--- src/rtl/pclk_pkg.sv ---
// Shared types and helpers for the stepwise adiabatic power-clock driver; pure
// elaboration-time functions, no latency, no backpressure.
package pclk_pkg;

    typedef enum logic [1:0] {
        IDLE  = 2'd0,
        RUN   = 2'd1,
        DRAIN = 2'd2
    } state_t;

    function automatic int calc_lw(input int nstep);
        return $clog2(nstep + 1);
    endfunction

    // Trapezoid: ramp up, hold at vdd, ramp down, rest at vss.
    function automatic int level_of(input int s, input int nstep);
        if (s < nstep)          return s + 1;
        else if (s < 2 * nstep) return nstep;
        else if (s < 3 * nstep) return 3 * nstep - 1 - s;
        else                    return 0;
    endfunction

endpackage

--- src/rtl/pclk_step_driver_if.sv ---
// Run request in, per-phase level/select rails out; outputs registered, en is
// a level request with no backpressure.
interface pclk_step_driver_if
    import pclk_pkg::*;
#(
    parameter int NPHASE = 4,
    parameter int NSTEP  = 4
);
    localparam int LW = calc_lw(NSTEP);

    logic                          en;
    logic                          busy;
    logic                          frame_tick;
    logic [NPHASE*LW-1:0]          level;
    logic [NPHASE*(NSTEP+1)-1:0]   sel;

    modport master (input en, output busy, frame_tick, level, sel);
    modport slave  (output en, input busy, frame_tick, level, sel);
endinterface

--- src/rtl/pclk_phase_lane.sv ---
// One power-clock phase: active flag, level register and one-hot switch select;
// 1-cycle registered outputs from next-state timebase, no backpressure.
module pclk_phase_lane
    import pclk_pkg::*;
#(
    parameter  int NSTEP = 4,
    localparam int P     = 4 * NSTEP,
    localparam int LW    = calc_lw(NSTEP),
    localparam int SW    = $clog2(P)
)(
    input  logic           clk,
    input  logic           rst,
    input  state_t         state_i,
    input  logic [SW-1:0]  slot_i,
    input  logic [SW-1:0]  offset_i,
    output logic           active_o,
    output logic [LW-1:0]  level_o,
    output logic [NSTEP:0] sel_o
);

    logic [SW-1:0]  s_loc;
    logic           active_d, active_q;
    logic [LW-1:0]  level_d, level_q;
    logic [NSTEP:0] onehot;
    logic [NSTEP:0] sel_d, sel_q;

    always_comb begin
        s_loc = (slot_i >= offset_i) ? (slot_i - offset_i)
                                     : (slot_i + SW'(P) - offset_i);
        active_d = active_q;
        if (state_i == RUN && s_loc == '0) begin
            active_d = 1'b1;
        end else if (state_i == DRAIN && int'(s_loc) == 3 * NSTEP) begin
            active_d = 1'b0;
        end
        level_d = active_d ? LW'(level_of(int'(s_loc), NSTEP)) : '0;
        onehot  = (NSTEP + 1)'(1) << level_d;
`ifdef PCLK_DEADTIME_EN
        // Open every switch for the first cycle after a level change.
        sel_d = (level_d != level_q) ? '0 : onehot;
`else
        sel_d = onehot;
`endif
    end

    always_ff @(posedge clk) begin
        if (rst) begin
            active_q <= 1'b0;
            level_q  <= '0;
            sel_q    <= (NSTEP + 1)'(1);
        end else begin
            active_q <= active_d;
            level_q  <= level_d;
            sel_q    <= sel_d;
        end
    end

    assign active_o = active_q;
    assign level_o  = level_q;
    assign sel_o    = sel_q;

endmodule

--- src/rtl/pclk_step_driver.sv ---
// NPHASE staggered stepwise power-clock controller; outputs registered (1 cycle), en is a
// level request without backpressure. Optional break-before-make gap: PCLK_DEADTIME_EN.
module pclk_step_driver
    import pclk_pkg::*;
#(
    parameter int NPHASE   = 4,
    parameter int NSTEP    = 4,
    parameter int STEP_CYC = 2
)(
    input logic                clk,
    input logic                rst,
    pclk_step_driver_if.master bus
);

    localparam int P         = 4 * NSTEP;
    localparam int LW        = calc_lw(NSTEP);
    localparam int SW        = $clog2(P);
    localparam int CW        = (STEP_CYC > 1) ? $clog2(STEP_CYC) : 1;
    localparam int LANE_SPAN = P / NPHASE;
    localparam logic [CW-1:0] CYC_LAST  = CW'(STEP_CYC - 1);
    localparam logic [SW-1:0] SLOT_LAST = SW'(P - 1);

    if ((4 * NSTEP) % NPHASE != 0) begin : g_err_nphase
        $error("NPHASE must divide 4*NSTEP");
    end
    if (NSTEP < 1) begin : g_err_nstep
        $error("NSTEP must be at least 1");
    end
    if (STEP_CYC < 1) begin : g_err_stepcyc
        $error("STEP_CYC must be at least 1");
    end
`ifdef PCLK_DEADTIME_EN
    if (STEP_CYC < 2) begin : g_err_deadtime
        $error("dead-time gap needs STEP_CYC >= 2");
    end
`endif

    state_t        state_d, state_q;
    logic [CW-1:0] cyc_d, cyc_q;
    logic [SW-1:0] slot_d, slot_q;
    logic          busy_q, frame_tick_q;
    logic [NPHASE-1:0]          active_w;
    logic [NPHASE*LW-1:0]       level_w;
    logic [NPHASE*(NSTEP+1)-1:0] sel_w;

    always_comb begin
        state_d = state_q;
        cyc_d   = cyc_q;
        slot_d  = slot_q;
        case (state_q)
            IDLE:    if (bus.en)          state_d = RUN;
            RUN:     if (!bus.en)         state_d = DRAIN;
            DRAIN:   if (active_w == '0)  state_d = IDLE;
            default:                      state_d = IDLE;
        endcase
        // Counters sit at zero in IDLE so the entry edge starts at slot 0, cycle 0.
        if (state_q == IDLE || state_d == IDLE) begin
            cyc_d  = '0;
            slot_d = '0;
        end else if (cyc_q == CYC_LAST) begin
            cyc_d  = '0;
            slot_d = (slot_q == SLOT_LAST) ? '0 : slot_q + 1'b1;
        end else begin
            cyc_d  = cyc_q + 1'b1;
        end
    end

    always_ff @(posedge clk) begin
        if (rst) begin
            state_q      <= IDLE;
            cyc_q        <= '0;
            slot_q       <= '0;
            busy_q       <= 1'b0;
            frame_tick_q <= 1'b0;
        end else begin
            state_q      <= state_d;
            cyc_q        <= cyc_d;
            slot_q       <= slot_d;
            busy_q       <= (state_d != IDLE);
            frame_tick_q <= (state_d == RUN) && (slot_d == '0) && (cyc_d == '0);
        end
    end

    // Lanes see next-state timebase so their registers line up with ours.
    for (genvar k = 0; k < NPHASE; k++) begin : g_lane
        pclk_phase_lane #(.NSTEP(NSTEP)) u_lane (
            .clk      (clk),
            .rst      (rst),
            .state_i  (state_d),
            .slot_i   (slot_d),
            .offset_i (SW'(k * LANE_SPAN)),
            .active_o (active_w[k]),
            .level_o  (level_w[k*LW +: LW]),
            .sel_o    (sel_w[k*(NSTEP+1) +: NSTEP+1])
        );
    end

    assign bus.busy       = busy_q;
    assign bus.frame_tick = frame_tick_q;
    assign bus.level      = level_w;
    assign bus.sel        = sel_w;

endmodule

--- src/flat_wrapper.sv ---
// flat-port wrapper written by rule: the top's interface ports become plain ports
module pclk_step_driver_flat import pclk_pkg::*;
#(
    parameter int NPHASE   = 4,
    parameter int NSTEP    = 4,
    parameter int STEP_CYC = 2
)
  (clk, rst, bus_en, bus_busy, bus_frame_tick, bus_level, bus_sel);
  pclk_step_driver_if #(.NPHASE(NPHASE), .NSTEP(NSTEP)) bus_i ();
  input logic clk;
  input logic rst;
  input wire logic [$bits(bus_i.en)-1:0] bus_en;
  output wire logic [$bits(bus_i.busy)-1:0] bus_busy;
  output wire logic [$bits(bus_i.frame_tick)-1:0] bus_frame_tick;
  output wire logic [$bits(bus_i.level)-1:0] bus_level;
  output wire logic [$bits(bus_i.sel)-1:0] bus_sel;
  assign bus_i.en = bus_en;
  assign bus_busy = bus_i.busy;
  assign bus_frame_tick = bus_i.frame_tick;
  assign bus_level = bus_i.level;
  assign bus_sel = bus_i.sel;
  pclk_step_driver #(.NPHASE(NPHASE), .NSTEP(NSTEP), .STEP_CYC(STEP_CYC)) u_core (.clk(clk), .rst(rst), .bus(bus_i));
endmodule
--- config.mk ---
export PLATFORM = sky130hd
export DESIGN_NAME = pclk_step_driver_flat
export DESIGN_NICKNAME = d
export VERILOG_FILES = /design/src/rtl/pclk_pkg.sv /design/src/rtl/pclk_step_driver_if.sv /design/src/rtl/pclk_phase_lane.sv /design/src/rtl/pclk_step_driver.sv /design/src/flat_wrapper.sv
export SDC_FILE = /design/constraint.sdc
export NUM_CORES = 1
export LEC_CHECK = 0
export BUFFER_PORTS_ARGS = -buffer_cell sky130_fd_sc_hd__buf_2
export CAP_MARGIN = 5
export CORE_ASPECT_RATIO = 1.4
export CORE_MARGIN = 5
export CORE_UTILIZATION = 58
export CTS_CLUSTER_SIZE = 14
export DETAILED_ROUTE_END_ITERATION = 10
export PLACE_DENSITY = 0.83
export SETUP_SLACK_MARGIN = 0.2
export SLEW_MARGIN = 0
export SYNTH_ARGS = -nofsm -noshare
export SYNTH_HDL_FRONTEND = slang
export SYNTH_SLANG_ARGS = --single-unit
--- constraint.sdc ---
create_clock -name clk -period 5.86 [get_ports clk]
set_input_delay 0 -clock clk [delete_from_list [all_inputs] [get_ports clk]]
set_output_delay 0 -clock clk [all_outputs]
set_load 0.1 [all_outputs]
Word level (Yosys, flattened, before mapping)
Cells that the tools add are included.
{"block": "word_totals", "input_bits": 3, "output_inout_bits": 34, "ff_bits": 45, "wordCells": 107}
{"block": "op_classes", "n_shift": 4, "bitwise": 1, "mux": 33, "n_lt_le_gt_ge": 12, "eq_ne": 9, "reduce_logical": 18, "n_addsub": 13}
{"cell": "3-bit 2-to-1 mux", "count": 16}
{"cell": "4-bit less-than comparator, second input constant", "count": 8}
{"cell": "4-bit logical NOT", "count": 5}
{"cell": "1-bit by 3-bit << shifter with 5-bit output, first input constant", "count": 4}
{"cell": "4-bit by 3-bit equality test with 1-bit output, second input constant", "count": 4}
{"cell": "4-bit by 3-bit less-than comparator with 1-bit output, second input constant", "count": 4}
{"cell": "3-bit by 1-bit adder with 3-bit output, second input constant", "count": 4}
{"cell": "4-bit 2-to-1 mux", "count": 3}
{"cell": "2-bit by 3-bit subtractor with 3-bit output, first input constant", "count": 4}
{"cell": "1-bit 2-to-1 mux", "count": 10}
{"cell": "1-bit logical AND", "count": 9}
{"cell": "4-bit subtractor, second input constant", "count": 2}
{"cell": "2-bit 2-to-1 mux", "count": 3}
{"cell": "2-bit one-hot mux with 3 select lines", "count": 1}
{"cell": "4-bit by 1-bit adder with 4-bit output, second input constant", "count": 1}
{"cell": "2-bit by 1-bit equality test with 1-bit output, second input constant", "count": 2}
{"cell": "2-bit equality test, second input constant", "count": 2}
{"cell": "4-bit equality test, second input constant", "count": 1}
{"cell": "2-bit logical NOT", "count": 2}
{"cell": "4-bit by 3-bit subtractor with 4-bit output, second input constant", "count": 1}
{"cell": "2-bit nonzero test", "count": 1}
{"cell": "1-bit adder, second input constant", "count": 1}
{"cell": "1-bit logical OR", "count": 1}
{"cell": "1-bit inverter", "count": 1}

Logic depth before layout (Yosys ltp)
{"block": "depth", "word_depth": 13, "depth_mapped": 12, "mapped_depth_nobuf": 11}

Cells and area by module
A second synthesis with hierarchy kept.
{"block": "hier_totals", "hier_cells": 265, "hier_area_um2": 2483.6}
{"module": "pclk_phase_lane", "n_inst": 4, "seq_area_each_um2": 180.2, "area_each_um2": 508.0, "cells_each": 54}
{"module": "pclk_step_driver", "n_inst": 1, "seq_area_each_um2": 180.2, "area_each_um2": 451.7, "cells_each": 49}

Worst setup path before layout
OpenSTA, ideal clock, no wires.
{"block": "synth_path", "kind": "register to register", "startpoint": "register u_core.g_lane[2].u_lane.active_q", "endpoint": "register u_core.g_lane[2].u_lane.sel_q[0]", "path_stages_with_launch": 12, "t_required_ps": 5729, "setup_slack_ps": 3049, "setup_time_ps": 131, "period_less_slack_ps": 2811, "arrival_ps": 2680, "path_buffers": 1, "path_cell_list": "dfxtp_1 > or4_4 > a21oi_1 > a21o_1 > inv_1 > ha_1 > clkbuf_1 > nor2b_1 > o211ai_1 > nand4_1 > a21oi_1 > o21ai_0"}
{"block": "synth_between", "elab_chain_len": 13, "word_cells_on_any_way": 25, "classes_between": "add/sub: 3; order compare: 3; eq/ne: 3; shift: 1; mux: 9; reduce/logical: 6"}
{"item": "start: declaration", "line_no": "pclk_phase_lane.sv:22", "source": "logic active_d, active_q;"}
{"item": "start signal: assignment", "line_no": "pclk_phase_lane.sv:52", "source": "active_q <= active_d;"}
{"item": "4-bit logical NOT *", "line_no": "pclk_step_driver.sv:53", "source": "DRAIN: if (active_w == '0) state_d = IDLE;"}
{"item": "2-bit 2-to-1 mux *", "line_no": "pclk_step_driver.sv:53"}
{"item": "2-bit one-hot mux with 3 select lines *", "line_no": "pclk_step_driver.sv:50", "source": "case (state_q)"}
{"item": "2-bit logical NOT *", "line_no": "pclk_step_driver.sv:57", "source": "if (state_q == IDLE || state_d == IDLE) begin"}
{"item": "1-bit logical OR *", "line_no": "pclk_step_driver.sv:57"}
{"item": "4-bit 2-to-1 mux *", "line_no": "pclk_step_driver.sv:57"}
{"item": "via u_core.g_lane[0].u_lane.s_loc[3]", "line_no": "pclk_phase_lane.sv:21", "source": "logic [SW-1:0] s_loc;"}
{"item": "4-bit subtractor *", "line_no": "pclk_phase_lane.sv:28, pclk_phase_lane.sv:29"}
{"item": "4-bit less-than comparator or 4-bit by 3-bit equality test with 1-bit output (tied branches)", "line_no": "pclk_pkg.sv:19, pclk_phase_lane.sv:33"}
{"item": "3-bit 2-to-1 mux or 1-bit logical AND (tied branches)", "line_no": "pclk_pkg.sv:19, pclk_phase_lane.sv:33"}
{"item": "3-bit 2-to-1 mux or 1-bit 2-to-1 mux (tied branches)", "line_no": "pclk_pkg.sv:18, pclk_phase_lane.sv:33"}
{"item": "3-bit 2-to-1 mux or 1-bit 2-to-1 mux (tied branches)", "line_no": "pclk_pkg.sv:17, pclk_phase_lane.sv:31"}
{"item": "3-bit 2-to-1 mux *", "line_no": "pclk_phase_lane.sv:36", "source": "level_d = active_d ? LW'(level_of(int'(s_loc), NSTEP)) : '0;"}
{"item": "1-bit by 3-bit << shifter with 5-bit output *", "line_no": "pclk_phase_lane.sv:37", "source": "onehot = (NSTEP + 1)'(1) << level_d;"}
{"item": "end signal: assignment", "line_no": "pclk_phase_lane.sv:50", "source": "sel_q <= (NSTEP + 1)'(1);"}
{"item": "end signal: assignment", "line_no": "pclk_phase_lane.sv:54", "source": "sel_q <= sel_d;"}
{"item": "end: declaration", "line_no": "pclk_phase_lane.sv:25", "source": "logic [NSTEP:0] sel_d, sel_q;"}
The timed path passes the listed nets; every way through them passes the cells marked *.
A chain may end at the register's enable or synchronous reset.

Worst setup path after layout
{"block": "layout_path", "startpoint": "register u_core.g_lane[2].u_lane.active_q", "endpoint": "register u_core.g_lane[3].u_lane.sel_q[2]"}
{"block": "layout_between", "elab_chain_len": 13, "word_cells_on_any_way": 25, "classes_between": "add/sub: 3; order compare: 3; eq/ne: 3; shift: 1; mux: 9; reduce/logical: 6"}
{"item": "4-bit logical NOT *", "line_no": "pclk_step_driver.sv:53"}
{"item": "2-bit 2-to-1 mux *", "line_no": "pclk_step_driver.sv:53"}
{"item": "2-bit one-hot mux with 3 select lines *", "line_no": "pclk_step_driver.sv:50"}
{"item": "2-bit logical NOT *", "line_no": "pclk_step_driver.sv:57"}
{"item": "1-bit logical OR *", "line_no": "pclk_step_driver.sv:57"}
{"item": "4-bit 2-to-1 mux *", "line_no": "pclk_step_driver.sv:57"}
{"item": "via u_core.g_lane[0].u_lane.s_loc[0]", "line_no": "pclk_phase_lane.sv:21"}
{"item": "4-bit subtractor *", "line_no": "pclk_phase_lane.sv:28, pclk_phase_lane.sv:29"}
{"item": "4-bit less-than comparator (tied with other cells)", "line_no": "pclk_pkg.sv:19", "source": "else if (s < 3 * nstep) return 3 * nstep - 1 - s;"}
{"item": "3-bit 2-to-1 mux or 1-bit logical AND (tied branches)", "line_no": "pclk_pkg.sv:19, pclk_phase_lane.sv:33"}
{"item": "3-bit 2-to-1 mux or 1-bit 2-to-1 mux (tied branches)", "line_no": "pclk_pkg.sv:18, pclk_phase_lane.sv:33"}
{"item": "3-bit 2-to-1 mux or 1-bit 2-to-1 mux (tied branches)", "line_no": "pclk_pkg.sv:17, pclk_phase_lane.sv:31"}
{"item": "3-bit 2-to-1 mux *", "line_no": "pclk_phase_lane.sv:36"}
{"item": "1-bit by 3-bit << shifter with 5-bit output *", "line_no": "pclk_phase_lane.sv:37"}
{"item": "end signal: assignment", "line_no": "pclk_phase_lane.sv:50"}
{"item": "end signal: assignment", "line_no": "pclk_phase_lane.sv:54"}
{"item": "end: declaration", "line_no": "pclk_phase_lane.sv:25"}
Marked as above.

==> impl_metrics.toml <==
[synthesis]
synth-seq-cells = 45
synth_edf_count = 0
synth_area_per_cell_sq_um = 9.416
syn_inst = 213
synth_area_leader_cell = "dfxtp_1"
yosys_warnings = 0
syn_nets = 227
yosysUniqueCellTypes = 52
synth-seq-area-share_pct = 44.92
synth_top_area_share_pct = 44.92
async_flop_share_pct = 0
synth_ff_type = "dfxtp_1"
synth.area.top_cells = "dfxtp_1 (45%), ha_1 (6.9%), nor2_1 (3.6%)"
syn_area_sq_um = 2006

[drt]
drt_wl_total_um = 4631
first_pass_iters = 4
detail-route-antenna-nets = 0
drc = 0
via_per_inst = 5.852
drtIter0Drc = 72
wl_per_cell_um = 15.97
vias = 1697

[placed_design]
place.gp.congestion = 0.8879
post-dp-hpwl_um = 3512
place.port_buffers = 36

[worst_setup_path]
crit_family = "simple AND/OR/NAND/NOR gates"
cp_num_buf_inv = 1
crit_start = "u_core.g_lane[2].u_lane.active_o$_SDFF_PP0_"
critPathMaxFanout = 9
r2r_start = "u_core.g_lane[2].u_lane.active_o$_SDFF_PP0_"
crit_path_start_kind = "flop"
crit_required_ns = 6.06
cp_slowest_cell = "nor4_1"
path_cells = "nor4_1, o21ai_2, nand2_1, clkinv_1, ha_1, nand2b_1, a21oi_1, a211o_2, nand2b_1, nor4b_1"
critPathKind = "reg -> reg"
critical_path.endpoint_type = "flop"
cpPeakStageDelay_ns = 0.80
crit_top_cell = "nand2b_1"
critical_path_arrival_ns = 3.52

[timing]
slew_headroom_pct = 38.21
finalHoldViolations = 0
maxSlewViolCount = 0
finalCriticalPeriod_ns = 3.326
max_freq_ghz = 0.3006
rsz0062_at_grt = "no"
setup_viol = 0
worst_pin_slew_ns = 0.9183
period_share_pct = 56.77
finalSetupTns_ns = 0
skew_ns = 0.004558

[outcome]
status = "completed"

[floorplan]
die_w_um = 59.70
start_util_pct = 59.93
core_area_sq_um = 3347
io_pins = 37
fp.dieH_um = 79.58
dieArea_sq_um = 4751
std_cell_rows = 25

[power_and_ir_drop]
p_leak_nw = 1.011
switching_share_pct = 23.00
switching_power_mw = 0.1469
power.internal_mw = 0.4917
clkPwrFrac_pct = 43.3
peakVddDrop_v = 0.0002927
p_comb_share_pct = 7.8
power.density_nw_per_um2 = 271.8
seqPwrFrac_pct = 48.9

[layout]
fillers = 264
postLayoutCoreUtil_pct = 70.21
syn_to_final_growth_pct = 17.16
mostFrequentLayoutCells = "dfxtp_1 (45), buf_2 (36), nor2_1 (19)"
nNetsFinal = 263
final_common_cell = "dfxtp_1"
n_antenna_cell = 0
drive_above_1_share_pct = 23.20

[clock_tree]
worstSkewPairLatency_ns = 0.30
clk_pin_slew_ns = 0.08
cts_tree = "yes"
max-clock-path-buffers = 2
cts-buffers-inserted = 5
cts_htree_levels = 2
clock_sinks = 45
clk_root_buffer_cell = "clkbuf_8"

[hold_path]
hold_path.class = "in -> reg"
hp-start = "rst"

[run]
drv_cap = 0

[grt]
grt_pass1_wl_um = 7631
grt_start_max_net_pins = 21
track_usage_pct = 20.96
grt_pass1_vias = 1635
grt_antenna_before_repair = 0
grt_overflow_total = 0
power groups by stage:
stage / Sequential, mW / Clock (mW) / Combinational (mW)
floorplan: 0.340 / 0 / 0.0197
global placement: 0.320 / 0 / 0.0485
detailed placement: 0.320 / 0 / 0.0486
CTS: 0.313 / 0.281 / 0.0492
global route: 0.314 / 0.295 / 0.0524
finish: 0.313 / 0.276 / 0.0496
sequential cells by signal, summed over array words and instances (netlist names):
signal and count:
u_core.g_lane.u_lane.sel_o 20, u_core.bus.busy 1, u_core.bus.frame_tick 1, u_core.state_q 2, u_core.g_lane.u_lane.active_o 4, u_core.cyc_q 1, u_core.g_lane.u_lane.level_o 12, u_core.slot_q 4
per-layer routing:
metal,wire [um],global-route usage (%)
met5,0,0
met4,131,11.09
met3,268,3.883
met2,2424,36.15
met1,1807,23.58
path summary, 6_finish.rpt:
| check | end | slack, ns | cells past startpoint |
|---|---|---|---|
| worst max-delay path | u_core.g_lane[3].u_lane.sel_o[2]$_SDFF_PP0_ | 2.53 | 10 |
| worst min-delay path | u_core.slot_q[1]$_SDFF_PP0_ | 0.1 | 2 |
| worst max register to register | u_core.g_lane[3].u_lane.sel_o[2]$_SDFF_PP0_ | 2.53 | 10 |
| worst min register to register | u_core.state_q[0]$_SDFF_PP0_ | 0.63 | 2 |
timing repair:
action                                 4_1_cts  5_1_grt
setup buffers                                0        0
resized for setup                            0        0
endpoints found under the hold margin        1        0
hold buffers                                 1        0
cells in the mapped netlist (all sizes together), types with 2 or more instances:
library cell / instances
a2111o: 2
a211o: 3
a211oi: 4
a21boi: 3
a21oi: 8
a311o: 3
a31o: 2
and3b: 2
buf: 3
clkbuf: 5
dfxtp: 45
ha: 11
inv: 11
nand2: 12
nand2b: 8
nand3: 3
nand4: 2
nor2: 19
nor2b: 6
nor3: 10
nor3b: 2
nor4: 9
nor4b: 3
o211ai: 3
o21ai: 12
or3: 3
cells by family (layout without fill, tap and decap cells):
group           Yosys count  in the layout  synth area share (%)
compound gates           51             51                 19.65
xor+xnor                  2              2                0.8735
fa+ha+maj                11             11                 6.862
buf+inv                  20             57                 3.929
flops                    45             45                 44.92
mux                       2              2                 1.060
simple gates             82             82                 22.71
final cells by class:
| type | count | area, sq um | share of cell area (%) |
|---|---|---|---|
| inverter | 12 | 45.04 | 1.917 |
| tap | 40 | 50.05 | 2.130 |
| timing repair buffer | 37 | 190.2 | 8.094 |
| clock buffer | 5 | 68.82 | 2.929 |
| sequential | 45 | 900.9 | 38.34 |
| multi-input combinational | 148 | 1026 | 43.66 |
| clock inverter | 3 | 68.82 | 2.929 |
through the flow:
step / setup slack [ns] / cell area [sq um] / power, mW / cells / hold slack, ns
5_1_grt: 2.229 / 2350 / 0.6614 / 290 / 0.1232
6_report: 2.534 / 2350 / 0.6386 / 290 / 0.09633
4_1_cts: 2.595 / 2350 / 0.6430 / 290 / 0.08759
3_3_place_gp: 2.551 / 2202 / 0.3682 / 281 / 0.2975
2_1_floorplan: 3.049 / 2006 / 0.3595 / 213 / 0.07683
3_5_place_dp: 2.598 / 2202 / 0.3684 / 281 / 0.3092
No activity file was read; power rests on OpenSTA's default activity.
